<file path="config.mk">
export PLATFORM = sky130hd
export DESIGN_NAME = pc_redirect_ctrl
export DESIGN_NICKNAME = d
export VERILOG_FILES = /design/src/rtl/pc_ctrl_pkg.sv /design/src/rtl/redirect_prio_enc.sv /design/src/rtl/pc_redirect_ctrl.sv
export SDC_FILE = /design/constraint.sdc
export NUM_CORES = 1
export LEC_CHECK = 0
export BUFFER_PORTS_ARGS = -buffer_cell sky130_fd_sc_hd__buf_2
export CORE_MARGIN = 10
export CORE_UTILIZATION = 51
export DETAILED_ROUTE_END_ITERATION = 10
export GPL_ROUTABILITY_DRIVEN = 0
export PLACE_DENSITY = 0.86
export SETUP_SLACK_MARGIN = 0.1
export SLEW_MARGIN = 0
export SYNTH_ARGS = -nofsm -noshare
export SYNTH_HDL_FRONTEND = slang
export SYNTH_SLANG_ARGS = --single-unit
</file>
<file path="constraint.sdc">
create_clock -name clk -period 7.4 [get_ports clk]
set_input_delay 1.48 -clock clk [delete_from_list [all_inputs] [get_ports clk]]
set_output_delay 1.48 -clock clk [all_outputs]
set_load 0.005 [all_outputs]
</file>
<file path="src/rtl/pc_ctrl_pkg.sv">
// pc_ctrl_pkg
// Shared definitions for the PC redirect sequencer:
//   state_t    - sequencer states (RUN, HOLD, DRAIN, KENTER)
//   kind_t     - redirect kind encoding; a larger value means a higher priority
//   PRIO_ORDER - kinds listed from highest to lowest priority, 3 bits per rank
//   prio_at()  - returns the kind found at a given priority rank (0 = highest)
package pc_ctrl_pkg;

    typedef enum logic [1:0] {
        ST_RUN    = 2'd0,
        ST_HOLD   = 2'd1,
        ST_DRAIN  = 2'd2,
        ST_KENTER = 2'd3
    } state_t;

    localparam int KIND_W    = 3;
    localparam int NUM_KINDS = 7;
    localparam int NUM_PRIO  = 6;

    typedef enum logic [KIND_W-1:0] {
        KIND_NONE     = 3'd0,
        KIND_JUMP     = 3'd1,
        KIND_BRANCH   = 3'd2,
        KIND_PRED     = 3'd3,
        KIND_MISSPRED = 3'd4,
        KIND_EXC      = 3'd5,
        KIND_ERET     = 3'd6
    } kind_t;

    // Rank 0 sits in the least significant bits, so eret is the first entry checked.
    localparam logic [NUM_PRIO*KIND_W-1:0] PRIO_ORDER = {
        KIND_JUMP, KIND_BRANCH, KIND_PRED, KIND_MISSPRED, KIND_EXC, KIND_ERET
    };

    function automatic kind_t prio_at(input int rank);
        return kind_t'(PRIO_ORDER[rank*KIND_W +: KIND_W]);
    endfunction

endpackage

</file>
<file path="src/rtl/redirect_prio_enc.sv">
// redirect_prio_enc
// Combinational priority picker for redirect requests.
// Ports:
//   req    [NUM_KINDS-1:0]       - one bit per kind, indexed by kind_t value
//   tgt    [NUM_KINDS-1:0][31:0] - target for each kind, indexed the same way
//   kind   kind_t                - highest-priority active kind, KIND_NONE if idle
//   target [31:0]                - target of the selected kind, 0 if idle
module redirect_prio_enc
    import pc_ctrl_pkg::*;
(
    input  logic [NUM_KINDS-1:0]       req,
    input  logic [NUM_KINDS-1:0][31:0] tgt,
    output kind_t                      kind,
    output logic [31:0]                target
);

    logic found;

    // Walk the priority table from the top and keep the first active request.
    always_comb begin
        kind   = KIND_NONE;
        target = '0;
        found  = 1'b0;
        for (int i = 0; i < NUM_PRIO; i++) begin
            if (!found && req[prio_at(i)]) begin
                kind   = prio_at(i);
                target = tgt[prio_at(i)];
                found  = 1'b1;
            end
        end
    end

endmodule

</file>
<file path="src/rtl/pc_redirect_ctrl.sv">
// pc_redirect_ctrl
// Sequences the pc register. It merges redirect requests from the pipeline
// stages, holds the winner while fetch is stalled, and runs exception entry
// (flush, drain, kernel entry). It also keeps the kernel-mode flag and two
// saturating statistics counters.
// Ports:
//   clk, reset (sync, active-high)
//   stall_fetch, pipe_empty                     - pipeline status
//   req_* / tgt_*                               - redirect request pulses and their targets
//   pc_we, is_* , dst_redirect                  - one-hot select, write enable and target for pc
//   flush_frontend, flush_backend               - pipeline kill strobes
//   kernel_mode                                 - registered privilege flag
//   stat_redirects, stat_misspred [CNT_W-1:0]   - saturating event counters
module pc_redirect_ctrl
    import pc_ctrl_pkg::*;
#(
    parameter int CNT_W = 16
) (
    input  logic             clk,
    input  logic             reset,
    input  logic             stall_fetch,
    input  logic             pipe_empty,
    input  logic             req_eret,
    input  logic             req_exc,
    input  logic             req_misspred,
    input  logic             req_pred,
    input  logic             req_branch,
    input  logic             req_jump,
    input  logic [31:0]      tgt_eret,
    input  logic [31:0]      tgt_misspred,
    input  logic [31:0]      tgt_pred,
    input  logic [31:0]      tgt_branch,
    input  logic [31:0]      tgt_jump,
    output logic             pc_we,
    output logic             is_eret,
    output logic             is_kernel,
    output logic             is_misspred,
    output logic             is_bpredictor,
    output logic             is_branch,
    output logic             is_jump,
    output logic [31:0]      dst_redirect,
    output logic             flush_frontend,
    output logic             flush_backend,
    output logic             kernel_mode,
    output logic [CNT_W-1:0] stat_redirects,
    output logic [CNT_W-1:0] stat_misspred
);

    state_t                     state_q, state_d;
    kind_t                      pend_kind_q, pend_kind_d;
    logic [31:0]                pend_tgt_q, pend_tgt_d;
    logic                       kernel_q, kernel_d;
    logic [CNT_W-1:0]           redir_cnt_q, mis_cnt_q;

    logic [NUM_KINDS-1:0]       new_req, merge_req;
    logic [NUM_KINDS-1:0][31:0] new_tgt, merge_tgt;
    kind_t                      new_kind, sel_kind;
    logic [31:0]                new_target, sel_target;

    kind_t                      commit_kind;
    logic [31:0]                commit_tgt;
    logic                       we_c, kernel_sel_c, flush_fe_c, flush_be_c;
    logic                       redirect_fire;

    // Gather incoming requests by kind. An eret outside kernel mode is masked
    // here, so an exception raised in the same cycle is not blocked by it.
    always_comb begin
        new_req                = '0;
        new_tgt                = '0;
        new_req[KIND_JUMP]     = req_jump;
        new_req[KIND_BRANCH]   = req_branch;
        new_req[KIND_PRED]     = req_pred;
        new_req[KIND_MISSPRED] = req_misspred;
        new_req[KIND_EXC]      = req_exc;
        new_req[KIND_ERET]     = req_eret & kernel_q;
        new_tgt[KIND_JUMP]     = tgt_jump;
        new_tgt[KIND_BRANCH]   = tgt_branch;
        new_tgt[KIND_PRED]     = tgt_pred;
        new_tgt[KIND_MISSPRED] = tgt_misspred;
        new_tgt[KIND_ERET]     = tgt_eret;
    end

    redirect_prio_enc u_new_enc (
        .req    (new_req),
        .tgt    (new_tgt),
        .kind   (new_kind),
        .target (new_target)
    );

    // Only the new winner competes with the pending entry. The pending entry
    // is written last, so on a tie of kinds the older target is kept.
    always_comb begin
        merge_req           = '0;
        merge_tgt           = '0;
        merge_req[new_kind] = (new_kind != KIND_NONE);
        merge_tgt[new_kind] = new_target;
        if (pend_kind_q != KIND_NONE) begin
            merge_req[pend_kind_q] = 1'b1;
            merge_tgt[pend_kind_q] = pend_tgt_q;
        end
    end

    redirect_prio_enc u_merge_enc (
        .req    (merge_req),
        .tgt    (merge_tgt),
        .kind   (sel_kind),
        .target (sel_target)
    );

    // Next-state and output decode. The pending register is empty in RUN, so
    // RUN and HOLD share one path driven by the merged selection.
    always_comb begin
        state_d      = state_q;
        pend_kind_d  = pend_kind_q;
        pend_tgt_d   = pend_tgt_q;
        kernel_d     = kernel_q;
        commit_kind  = KIND_NONE;
        commit_tgt   = '0;
        we_c         = 1'b0;
        kernel_sel_c = 1'b0;
        flush_fe_c   = 1'b0;
        flush_be_c   = 1'b0;
        unique case (state_q)
            ST_RUN, ST_HOLD: begin
                if (sel_kind == KIND_EXC) begin
                    flush_fe_c  = 1'b1;
                    flush_be_c  = 1'b1;
                    pend_kind_d = KIND_NONE;
                    pend_tgt_d  = '0;
                    state_d     = pipe_empty ? ST_KENTER : ST_DRAIN;
                end else if (sel_kind == KIND_NONE) begin
                    we_c = !stall_fetch;
                end else if (stall_fetch) begin
                    pend_kind_d = sel_kind;
                    pend_tgt_d  = sel_target;
                    state_d     = ST_HOLD;
                end else begin
                    we_c        = 1'b1;
                    commit_kind = sel_kind;
                    commit_tgt  = sel_target;
                    flush_fe_c  = (sel_kind != KIND_PRED);
                    pend_kind_d = KIND_NONE;
                    pend_tgt_d  = '0;
                    state_d     = ST_RUN;
                    if (sel_kind == KIND_ERET) begin
                        kernel_d = 1'b0;
                    end
                end
            end
            ST_DRAIN: begin
                if (pipe_empty) begin
                    state_d = ST_KENTER;
                end
            end
            ST_KENTER: begin
                we_c         = 1'b1;
                kernel_sel_c = 1'b1;
                kernel_d     = 1'b1;
                state_d      = ST_RUN;
            end
            default: state_d = ST_RUN;
        endcase
    end

    assign redirect_fire = we_c && (kernel_sel_c || (commit_kind != KIND_NONE));

    always_ff @(posedge clk) begin
        if (reset) begin
            state_q     <= ST_RUN;
            pend_kind_q <= KIND_NONE;
            pend_tgt_q  <= '0;
            kernel_q    <= 1'b0;
        end else begin
            state_q     <= state_d;
            pend_kind_q <= pend_kind_d;
            pend_tgt_q  <= pend_tgt_d;
            kernel_q    <= kernel_d;
        end
    end

    // Statistics counters stop at all-ones instead of wrapping.
    always_ff @(posedge clk) begin
        if (reset) begin
            redir_cnt_q <= '0;
            mis_cnt_q   <= '0;
        end else begin
            if (redirect_fire && (redir_cnt_q != {CNT_W{1'b1}})) begin
                redir_cnt_q <= redir_cnt_q + CNT_W'(1);
            end
            if ((commit_kind == KIND_MISSPRED) && (mis_cnt_q != {CNT_W{1'b1}})) begin
                mis_cnt_q <= mis_cnt_q + CNT_W'(1);
            end
        end
    end

    // Every output is forced low while reset is high, including the registered ones.
    assign pc_we          = !reset && we_c;
    assign is_eret        = !reset && (commit_kind == KIND_ERET);
    assign is_kernel      = !reset && kernel_sel_c;
    assign is_misspred    = !reset && (commit_kind == KIND_MISSPRED);
    assign is_bpredictor  = !reset && (commit_kind == KIND_PRED);
    assign is_branch      = !reset && (commit_kind == KIND_BRANCH);
    assign is_jump        = !reset && (commit_kind == KIND_JUMP);
    assign dst_redirect   = reset ? '0 : commit_tgt;
    assign flush_frontend = !reset && flush_fe_c;
    assign flush_backend  = !reset && flush_be_c;
    assign kernel_mode    = !reset && kernel_q;
    assign stat_redirects = reset ? '0 : redir_cnt_q;
    assign stat_misspred  = reset ? '0 : mis_cnt_q;

endmodule
</file>
### After elaboration in Yosys (flattened, before gate mapping)

Cells that the tools add are included.

* register bits: 70
* output and inout port bits: 74
* logic and storage cells: 168

* add/sub/neg operators: 2
* magnitude comparators: 4
* eq/ne operators: 20
* multiplexer cells: 84
* bitwise operators: 4
* reduce and logical (&&, ||, !) cells: 48

Operators by type and width (number)
* 32-bit 2-to-1 mux: 22
* 224-bit bitwise AND: 1
* 224-bit bitwise mux: 1
* 224-bit 2-to-1 mux: 1
* 32-bit demux with 3-bit select: 2
* 3-bit 2-to-1 mux: 19
* 16-bit by 1-bit adder with 16-bit output, second input constant: 2
* 16-bit 2-to-1 mux: 2
* 16-bit != test, second input constant: 2
* 1-bit 2-to-1 mux: 28
* 1-bit logical AND: 25
* 3-bit equality test, second input constant: 4
* 1-bit zero test: 12
* 2-bit != test, second input constant: 6
* 3-bit nonzero test: 3
* 3-bit by 4-bit < comparator with 1-bit output, second input constant: 2
* 7-bit bitwise AND: 1
* 7-bit 2-to-1 mux: 1
* 7-bit bitwise OR: 1
* 1-bit demux with 3-bit select: 2
* 3-bit by 2-bit equality test with 1-bit output, second input constant: 2
* 3-bit by 1-bit >= comparator with 1-bit output, second input constant: 2
* 2-bit 2-to-1 mux: 3
* 2-bit case mux with 3 select lines: 1
* other kinds (14): 17

### Longest topological paths before layout

* depth in word-level cells: 48
* depth in mapped cells: 10
* gate-level depth less buffers: 7

### Modules after synthesis

A second synthesis with hierarchy kept.

* cell total of the unflattened synthesis: 1320
* area, all modules: 9054.9 um2

By module, submodules not included
* pc_redirect_ctrl: times used 1, cells an instance 846, area each 6012.0 um2
* redirect_prio_enc: times used 2, cells an instance 237, area each 1521.5 um2

### Least setup slack after synthesis

No wires, ideal clock.

* kind: input to output
* from: input req_eret
* to: output dst_redirect[21]
* arrival time: 3.139 ns
* path slack: 2.781 ns
* stages on the path: 10
* path buffers: 4
* cell sequence: buf_6 -> clkbuf_1 -> a21o_1 -> o32a_1 -> buf_2 -> buf_2 -> o221ai_1 -> a211oi_1 -> nor3_1 -> nor2_1

* word-level cells in the longest chain between the ends: 45
* elaborated cells on any way between the ends: 76
* classes of those cells: order compare (2); eq/ne (1); mux (46); bitwise (4); reduce/logical (23)

RTL lines
* from (decl): line pc_redirect_ctrl.sv:23 `input logic req_eret,`
* 1-bit bitwise AND *: line pc_redirect_ctrl.sv:75 `new_req[KIND_ERET] = req_eret & kernel_q;`
* 1-bit 2-to-1 mux: line redirect_prio_enc.sv:25 `if (!found && req[prio_at(i)]) begin`
* 1-bit zero test: line redirect_prio_enc.sv:25
* 1-bit logical AND: line redirect_prio_enc.sv:25
* 1-bit 2-to-1 mux: line redirect_prio_enc.sv:25
* 1-bit zero test: line redirect_prio_enc.sv:25
* 1-bit logical AND: line redirect_prio_enc.sv:25
* 1-bit 2-to-1 mux: line redirect_prio_enc.sv:25
* [... 29 more ...]
* 1-bit zero test: line redirect_prio_enc.sv:25
* 1-bit logical AND: line redirect_prio_enc.sv:25
* 3-bit 2-to-1 mux or 32-bit 2-to-1 mux (tied branches): line redirect_prio_enc.sv:25
* 3-bit zero test or 32-bit 2-to-1 mux (tied branches): line pc_redirect_ctrl.sv:131, pc_redirect_ctrl.sv:133
* 32-bit 2-to-1 mux: line pc_redirect_ctrl.sv:131 `end else if (sel_kind == KIND_NONE) begin`
* 32-bit 2-to-1 mux *: line pc_redirect_ctrl.sv:125 `if (sel_kind == KIND_EXC) begin`
* 32-bit 2-to-1 mux *: line pc_redirect_ctrl.sv:123 `unique case (state_q)`
* 32-bit 2-to-1 mux *: line pc_redirect_ctrl.sv:204 `assign dst_redirect = reset ? '0 : commit_tgt;`
* to (decl): line pc_redirect_ctrl.sv:41 `output logic [31:0] dst_redirect,`

Every way passes the cells marked *; elsewhere a longest branch is shown, timed or not.

### Worst setup path in the final report

* from: input req_eret
* to: output dst_redirect[29]

Same word-level chain as after synthesis.

==> metrics.cfg <==
[timing]
setup_viol=0
fin_ws_ns=1.21
max_freq_mhz=161
post-route-period-util_pct=83.7
rsz0062_at_grt=false
fin_crit_ns=6.19
tightest_slew_ns=1.33
slew_headroom_pct=10.7
hold_viol=0
finClkSkew_ns=0.0110
final_max_slew_viol_count=0
setup_tns_ns=0
timing.hold.ws_ns=0.487

[clock_tree]
htreeDepth=3
clock_path_buffers=2
postCtsSetupRepairBufs=0
root_buffer=clkbuf_16
clkTransAtPathRegs_ns=0.06
cts-resized-gates=0
cts_sinks=70
cts_buffers=9
hold_buffers=0
cts_tree=built
clkLatencyLatePin_ns=0.35

[worst_setup_path]
required_ns=5.92
slowest_stage=nand2b_1
crit_type=in2out
critPathArrivalTime_ns=4.71
crit_path_cell_trace=buf_2 -> nand2_1 -> a32o_1 -> or3_1 -> nand2b_1 -> buf_4 -> nand2b_1 -> o21ai_1 -> buf_2
endpoint_kind=output port
cp_slowest_stage_delay_ns=0.57
reg2reg_slack_ns=3.81
crit_fanout=21
crit_path_start_kind=input port
crit_family=simple AND/OR/NAND/NOR gates
cp_num_buf_inv=3

[synthesis]
synthesis.nets=1226
async_reset_ff_share_pct=0
synth_area_um2=7320
avgSynthCellArea_um2=6.95
synthCells=1054
synth.distinct_cells=83
ys_seq_area_share_pct=19.1
ys_warn_count=0
ys_seq_elements=70
synthFlopType=dfxtp_1
synth-edff-count=0

[cells_and_area]
drive_above_1_share_pct=24.6
fillers=1277
final_nets=1393
syn2layout_area_growth_pct=19.1
final_cells=1411

[floorplan]
core_um2=14000
rows=43
start_util_pct=52.3
die_y_um=140
io_pins=244
die_area_um2=19500
die_w_um=140

[grt]
antenna_found_initial=8
gr-total-overflow=0
grt_use_total_pct=27.5
grt_max_degree=85
grt_pass1_vias=8785
grt_pass1_wl_um=45100

[power_and_ir_drop]
powerDensity_nw_per_um2=135
peakVddDrop_v=0.0000863
leakage_nw=3.36

[routing]
vias=9471
ant_nets=0
drt_wl_total_um=29400
routed_via_density=6.71
routedWlPerCell_um=20.8
drtPass1Iterations=7
first_iter_violations=1290
drc=0

[run]
cap_violations=0

[placed_design]
dpl.hpwl_um=21300
dp_cells=1390
dp_slack_ns=1.33
io_buffers=243

[status]
outcome=completed

[worst_hold_path]
hp-class=reg2reg

==> sequential cells by signal, summed over array words and instances (netlist names) <==
register / cells
kernel_q: 1
redir_cnt_q: 16
pend_kind_q: 3
mis_cnt_q: 16
state_q: 2
pend_tgt_q: 32
==> metal layers <==
metal,routed length (um),GRT usage (%),part of all wire (%)
met5,42,0,0.14
met4,1350,13.9,4.6
met3,3830,9.63,13
met2,13100,43.3,45
met1,11000,32.2,38
==> worst paths after layout <==
check	from	to	depth (start not counted)
worst min register to register	pend_tgt_q[21]	pend_tgt_q[21]	2
worst max-delay path	req_eret	dst_redirect[29]	9
worst max register to register	kernel_q	pend_tgt_q[7]	6
worst min-delay path	pend_tgt_q[21]	pend_tgt_q[21]	2
==> through the flow <==
stage,power [mW],instance area (um2),utilization [%]
CTS,1.17,8700,62.2
detailed placement,0.714,8410,60.1
floorplan,0.607,7320,-
global route,1.22,8710,62.3
global placement,0.708,8410,60.1
finish,1.18,8720,62.3
==> worst min-delay path: cells and delay by family (launching register included) <==
kind | cells | cell delay, ns
AND/OR/NAND/NOR | 1 | 0.06
AO/OA/AOI/OAI | 1 | 0.05
flip-flops | 1 | 0.33
==> area by class of cell <==
type                            count  area (um2)  share of cell area [%]
Clock buffer                       10         229                    2.63
Timing Repair Buffer              253        1290                    14.8
Tap cell                          180         225                    2.58
Multi-Input combinational cell    878        5450                    62.6
Inverter                            9        33.8                   0.388
Sequential cell                    70        1400                    16.1
Clock inverter                      6        70.1                   0.804
Antenna cell                        5        12.5                   0.144
==> report_power, final <==
part	switching, mW	internal, mW
combinational	0.203	0.119
clock	0.192	0.264
sequential	0.0135	0.383
==> logic make-up (layout without fill, tap and decap cells) <==
| group | count (synthesis) | count (layout) | share of synthesized area (%) |
|---|---|---|---|
| buffers and inverters | 106 | 278 | 6.53 |
| other | 0 | 5 | 0 |
| AOI/OAI and AO/OA | 384 | 384 | 36.1 |
| adders and majority gates | 3 | 3 | 0.478 |
| and+or+nand+nor | 465 | 465 | 34.2 |
| xor gates and xnor gates | 13 | 13 | 1.56 |
| muxes | 13 | 13 | 1.97 |
| DFF | 70 | 70 | 19.1 |
==> placed cells by master, fill, tap and decap left out, drive strengths merged, types with 15 or more instances in the layout <==
cell type | Yosys | final
o221ai | 18 | 18
nand3b | 23 | 23
a21oi | 97 | 97
nor2 | 65 | 65
dfxtp | 70 | 70
nand2 | 108 | 108
a211o | 16 | 16
o21ai | 70 | 70
o22ai | 19 | 19
nand3 | 48 | 48
o2bb2ai | 15 | 15
nand4 | 32 | 32
or3 | 16 | 16
nor3 | 44 | 44
buf | 41 | 253
a21o | 21 | 21
nor2b | 57 | 57
a211oi | 33 | 33
==> cells in the mapped netlist, types with 6 or more instances <==
cell       number  area share, %
nand2_1       108            5.5
a21oi_1        94            6.4
dfxtp_1        70             19
nor2_1         65            3.3
o21ai_0        61            4.2
nor2b_1        57            4.9
clkbuf_1       56            2.9
nand3_1        48            3.3
nor3_1         42            2.9
a211oi_1       32            3.3
nand4_1        32            2.7
buf_2          31            2.1
nand3b_1       23            2.4
a21o_1         21            2.2
o22ai_1        19            1.6
o221ai_1       18            2.2
a211o_1        16            1.9
or3_1          16            1.4
o2bb2ai_1      15            1.8
nand2b_1       14            1.2
a22o_1         13            1.6
and2_1         13            1.1
a31oi_1        11           0.94
o211ai_1       11            1.1
mux2_2         10            1.5
and3_1          9           0.77
a221oi_1        8           0.96
inv_1           8           0.41
o21ai_1         7           0.48
o31ai_1         7           0.72
xnor2_1         7           0.84
a311oi_1        6           0.72
nor4b_1         6           0.72
xor2_1          6           0.72
No activity file was read; power rests on OpenSTA's default activity.
